[src/rtl/oric_tape_encoder.sv]
// Oric cassette encoder: frames a byte as 13 bits and emits HI(T)/LO(T or 2T) pulses.
// Tape goes high one cycle after the din handshake; din_ready is held low while a frame runs or en=0.
module oric_tape_encoder #(
  parameter int CLK_US  = 24,
  parameter int HALF_US = 208
) (
  input  logic        clk_sys,
  input  logic        reset,
  input  logic        en,
  input  logic [7:0]  din,
  input  logic        din_valid,
  output logic        din_ready,
  output logic        tape,
  output logic        active,
  output logic [15:0] bytes_sent
);

  localparam int T  = CLK_US * HALF_US;
  localparam int CW = $clog2(2 * T + 1);
  localparam logic [CW-1:0] T_LAST  = CW'(T - 1);
  localparam logic [CW-1:0] T2_LAST = CW'(2 * T - 1);

  typedef enum logic [1:0] {IDLE, HI, LO} state_t;

  state_t         state, state_nxt;
  logic [CW-1:0]  cnt, cnt_nxt;
  logic [3:0]     idx, idx_nxt;
  logic [12:0]    frame, frame_nxt;
  logic           tape_nxt;
  logic [15:0]    sent_cnt, sent_nxt;
  logic [CW-1:0]  lo_last;

  assign din_ready  = (state == IDLE) && en;
  assign active     = (state != IDLE);
  assign bytes_sent = sent_cnt;
  // a 0 bit keeps the line low for twice as long as a 1 bit
  assign lo_last    = frame[idx] ? T_LAST : T2_LAST;

  always_ff @(posedge clk_sys or posedge reset) begin
    if (reset) begin
      state    <= IDLE;
      cnt      <= '0;
      idx      <= '0;
      frame    <= '0;
      tape     <= 1'b0;
      sent_cnt <= '0;
    end else begin
      state    <= state_nxt;
      cnt      <= cnt_nxt;
      idx      <= idx_nxt;
      frame    <= frame_nxt;
      tape     <= tape_nxt;
      sent_cnt <= sent_nxt;
    end
  end

  always_comb begin
    state_nxt = state;
    cnt_nxt   = cnt;
    idx_nxt   = idx;
    frame_nxt = frame;
    tape_nxt  = tape;
    sent_nxt  = sent_cnt;
    if (en) begin
      case (state)
        IDLE: begin
          if (din_valid) begin
            // stop bits, odd-inverted parity, data LSB first, start bit
            frame_nxt = {3'b111, ~^din, din, 1'b0};
            idx_nxt   = '0;
            cnt_nxt   = '0;
            tape_nxt  = 1'b1;
            state_nxt = HI;
          end
        end
        HI: begin
          if (cnt == T_LAST) begin
            cnt_nxt   = '0;
            tape_nxt  = 1'b0;
            state_nxt = LO;
          end else begin
            cnt_nxt = cnt + CW'(1);
          end
        end
        LO: begin
          if (cnt == lo_last) begin
            cnt_nxt = '0;
            if (idx == 4'd12) begin
              state_nxt = IDLE;
              sent_nxt  = sent_cnt + 16'd1;
            end else begin
              idx_nxt   = idx + 4'd1;
              tape_nxt  = 1'b1;
              state_nxt = HI;
            end
          end else begin
            cnt_nxt = cnt + CW'(1);
          end
        end
        default: state_nxt = IDLE;
      endcase
    end
  end

endmodule
[config.mk]
export PLATFORM = sky130hd
export DESIGN_NAME = oric_tape_encoder
export DESIGN_NICKNAME = d
export VERILOG_FILES = /design/src/rtl/oric_tape_encoder.sv
export SDC_FILE = /design/constraint.sdc
export NUM_CORES = 1
export LEC_CHECK = 0
export ABC_AREA = 1
export BUFFER_PORTS_ARGS = -buffer_cell sky130_fd_sc_hd__buf_2
export CAP_MARGIN = 15
export CORE_ASPECT_RATIO = 1.4
export CORE_MARGIN = 3
export CORE_UTILIZATION = 40
export CTS_CLUSTER_DIAMETER = 60
export CTS_CLUSTER_SIZE = 12
export DETAILED_ROUTE_END_ITERATION = 7
export SLEW_MARGIN = 25
export SYNTH_ARGS = -nofsm -noshare
export SYNTH_HDL_FRONTEND = slang
export SYNTH_SLANG_ARGS = --single-unit
[constraint.sdc]
create_clock -name clk_sys -period 2 [get_ports clk_sys]
set_input_delay 0.1 -clock clk_sys [delete_from_list [all_inputs] [get_ports clk_sys]]
set_output_delay 0.1 -clock clk_sys [all_outputs]
set_load 0.01 [all_outputs]
==> out/results.ini <==
[sta]
post-route-period-util_pct=95.2
hold_viol=0
grt_setup_unrepaired=yes
slew_violations=0
setup_viol=0
period_minus_slack_ns=1.90
worst_pin_slew_ns=0.501
fmax_mhz=525
max_slew_margin_pct=66.6
skew_ns=0.00678

[yosys]
synth_warnings=0
syn_area_per_cell_um2=8.60
synth-seq-area-share_pct=43.6
netlist_top_cells_area=dfrtp_1, nand2_1, inv_1
synth-seq-cells=47
yosys.area.top_type=dfrtp_1
synth_top_area_share_pct=43.6
postSynthCellCount=314
synth_cell_types=34
syn-num-nets=334
netlist_area_um2=2700

[pwr]
combPwrFrac_pct=35.7
power_switching_w=0.00107
power_frac_seq_pct=40.9
p_int_w=0.00195
p_clk_share_pct=23.4
switching_share_pct=35.4
power.leakage_nw=1.57
pwr_density_cell_nw_per_um2=927
ir_drop_v=0.000575

[setup_path]
worstSetupPathType=flip-flop to flip-flop
cp_num_cells=10
crit_required_ns=2.19
startpoint=cnt[1]$_DFFE_PP0P_
critPathCaptureType=flip-flop
slowest_delay_ns=0.37
worst-r2r-cell-count=10
cp_top_family=simple AND/OR/NAND/NOR gates
critical_path_arrival_ns=2.10
start_kind=flip-flop
cp_max_fo=6
worstReg2RegStart=cnt[1]$_DFFE_PP0P_
worstPathCellList=ha_2 > nand4_4 > nor2_4 > nand2_2 > nor3_4 > nand2_1 > inv_2 > nand3_4 > buf_4 > mux2_2
path_buf_inv=2
crit_slowest_cell=dfrtp_1

[detailed_routing]
wl_met1_um=2360
first_iter_violations=85
dr.pass1.iters=4
via_count=2206
wl_met2_um=2760
top_layer_used=met4
drcViolationCount=0
wl_per_cell_um=12.2
finalWirelength_um=5370
via_per_inst=5.01
wl_met3_um=157
ant_nets=0

[floorplanning]
die_h_um=103
die_x_um=75.4
initial_core_util_pct=42.3
die_area_um2=7780
num_rows=34
pin_count=31
coreArea_um2=6380

[layout]
multiInputGateArea_um2=1350
drive_gt1_share_pct=26.4
final_cells=440
seq_area_um2=1180
finalNetCount=387
final_area_um2=3250
diodes=0
fillers=624
areaGrowthSynthToFinish_pct=20.4

[clock_network]
tritoncts=yes
numCtsBuffers=5
clock-sinks=47
clockBufferDepth=2
htree_levels=2
cts_root_buffer=clkbuf_8
worstSkewPairLatency_ns=0.30
clk_pin_slew_worst_paths_ns=0.09

[global_route]
globalRoute.totalOverflow=0
grt_pass1_wl_um=8980
grtUsageTotal_pct=14.6
antenna_found_initial=0
grt_pass1_vias=2129
grt_start_max_net_pins=27

[place]
hpwl_um=4040
io_buffers=30
globalplace.congestion=0.809
postPlaceCellArea_um2=3030
dp_cells=425

[outcome]
status=completed

[worst_hold_path]
hold_depth=2
hold_class=input pin to flip-flop
min_from=din[7]

[flow_run]
drv_cap=0

==> metal layers <==
| metal | GRT usage [%] | vias to the layer above |
|---|---|---|
| met5 | 0 | - |
| met4 | 5.52 | 0 |
| met3 | 2.71 | 10 |
| met2 | 25.3 | 29 |
| met1 | 17.8 | 1046 |
| li1 | - | 1121 |
==> kinds of logic after synthesis <==
| group | after synthesis | share of synthesized area, % |
|---|---|---|
| buffers and inverters | 54 | 8.21 |
| and+or+nand+nor | 138 | 24.8 |
| DFF | 47 | 43.6 |
| muxes | 5 | 2.04 |
| AOI/OAI and AO/OA | 36 | 9.18 |
| adders and majority gates | 8 | 3.71 |
| xor gates and xnor gates | 26 | 8.44 |
==> path summary, 6_finish.rpt <==
kind / to / slack (ns)
setup reg to reg: bytes_sent[1]$_DFFE_PP0P_ / 0.1
hold / removal: frame[8]$_DFFE_PP0P_ / 0.05
hold reg to reg: bytes_sent[14]$_DFFE_PP0P_ / 0.51
min in group asynchronous: cnt[4]$_DFFE_PP0P_ / 0.37
max in group asynchronous: bytes_sent[0]$_DFFE_PP0P_ / 1.13
setup / recovery: bytes_sent[1]$_DFFE_PP0P_ / 0.1
==> Yosys cell counts <==
cell       n
nand2_2    6
nor2_2     2
nor2_4     2
nand2_1   58
a211oi_1   1
o21ai_0    9
nand4_2    1
o211ai_1   1
buf_6      2
or2_2      1
nand3_2    1
o22ai_2    8
mux2i_1    1
o21ai_1    1
clkbuf_1   2
ha_1       8
nand4_1   10
inv_2      3
nor3b_1    1
nor3_1     6
nand3_4    1
nor3_2     3
dfrtp_1   47
xnor2_1    8
xor2_1    18
a21oi_1   14
inv_1     45
nor2_1    22
o22ai_1    2
nand3_1   23
mux2_2     4
inv_4      1
buf_2      1
nor4_1     1
==> final cells by class <==
| cell class | instances | share of cell area (%) |
|---|---|---|
| Clock buffer | 5 | 2.12 |
| Clock inverter | 3 | 1.35 |
| Inverter | 49 | 5.74 |
| Multi-Input combinational cell | 213 | 41.5 |
| Sequential cell | 47 | 36.2 |
| Tap cell | 72 | 2.77 |
| Timing Repair Buffer | 51 | 10.3 |
==> power groups by stage <==
| stage | Clock (W) | Sequential [W] | Combinational, W |
|---|---|---|---|
| floorplan | 0 | 0.00120 | 0.000765 |
| global placement | 0 | 0.00124 | 0.00104 |
| detailed placement | 0 | 0.00125 | 0.00104 |
| CTS | 0.000725 | 0.00123 | 0.00105 |
| global route | 0.000754 | 0.00125 | 0.00122 |
| finish | 0.000706 | 0.00123 | 0.00107 |
==> sequential cells by signal, indices dropped and copies added, names as in the netlist <==
name / count
bytes_sent: 16
cnt: 14
frame: 10
idx: 4
state: 2
tape: 1
==> cells in the final DEF (no fill, tap or decap), types with 6 or more instances in the layout <==
cell | netlist | layout
o21ai_0 | 9 | 9
o22ai_2 | 8 | 8
nor2_1 | 22 | 20
nand3_1 | 23 | 23
nor3_1 | 6 | 6
inv_1 | 45 | 44
buf_2 | 1 | 30
a21oi_1 | 14 | 14
xnor2_1 | 8 | 8
nand4_1 | 10 | 10
nand2_1 | 58 | 57
buf_4 | 0 | 18
xor2_1 | 18 | 18
dfrtp_1 | 47 | 46
ha_1 | 8 | 7
==> worst reg2reg max path, cell delays in order (launching register included) <==
cell	delay [ns]
dfrtp_1	0.37
ha_2	0.21
nand4_4	0.13
nor2_4	0.14
nand2_2	0.08
nor3_4	0.13
nand2_1	0.09
inv_2	0.08
nand3_4	0.13
buf_4	0.18
mux2_2	0.26
==> what timing repair did <==
action / in CTS / in global routing
endpoints found under the setup margin: 0 / 32
setup buffers: 0 / 6
hold endpoints to repair: 21 / 0
hold buffers: 1 / 0
gates resized for setup: 0 / 11
==> stage by stage <==
stage / power (W) / util, % / TNS [ns] / hold slack [ns] / worst slack (ns)
after floorplan: 0.00197 / - / 0 / 0.251 / 0.196
after CTS: 0.00301 / 49.5 / 0 / 0.0505 / 0.0304
final: 0.00301 / 50.9 / 0 / 0.0540 / 0.0962
after detailed placement: 0.00229 / 47.5 / 0 / 0.167 / 0.0442
after global routing: 0.00323 / 50.9 / -0.835 / 0.0519 / -0.0939
after global placement: 0.00228 / 47.5 / 0 / 0.166 / 0.0919
(Power assumes the default switching activity.)
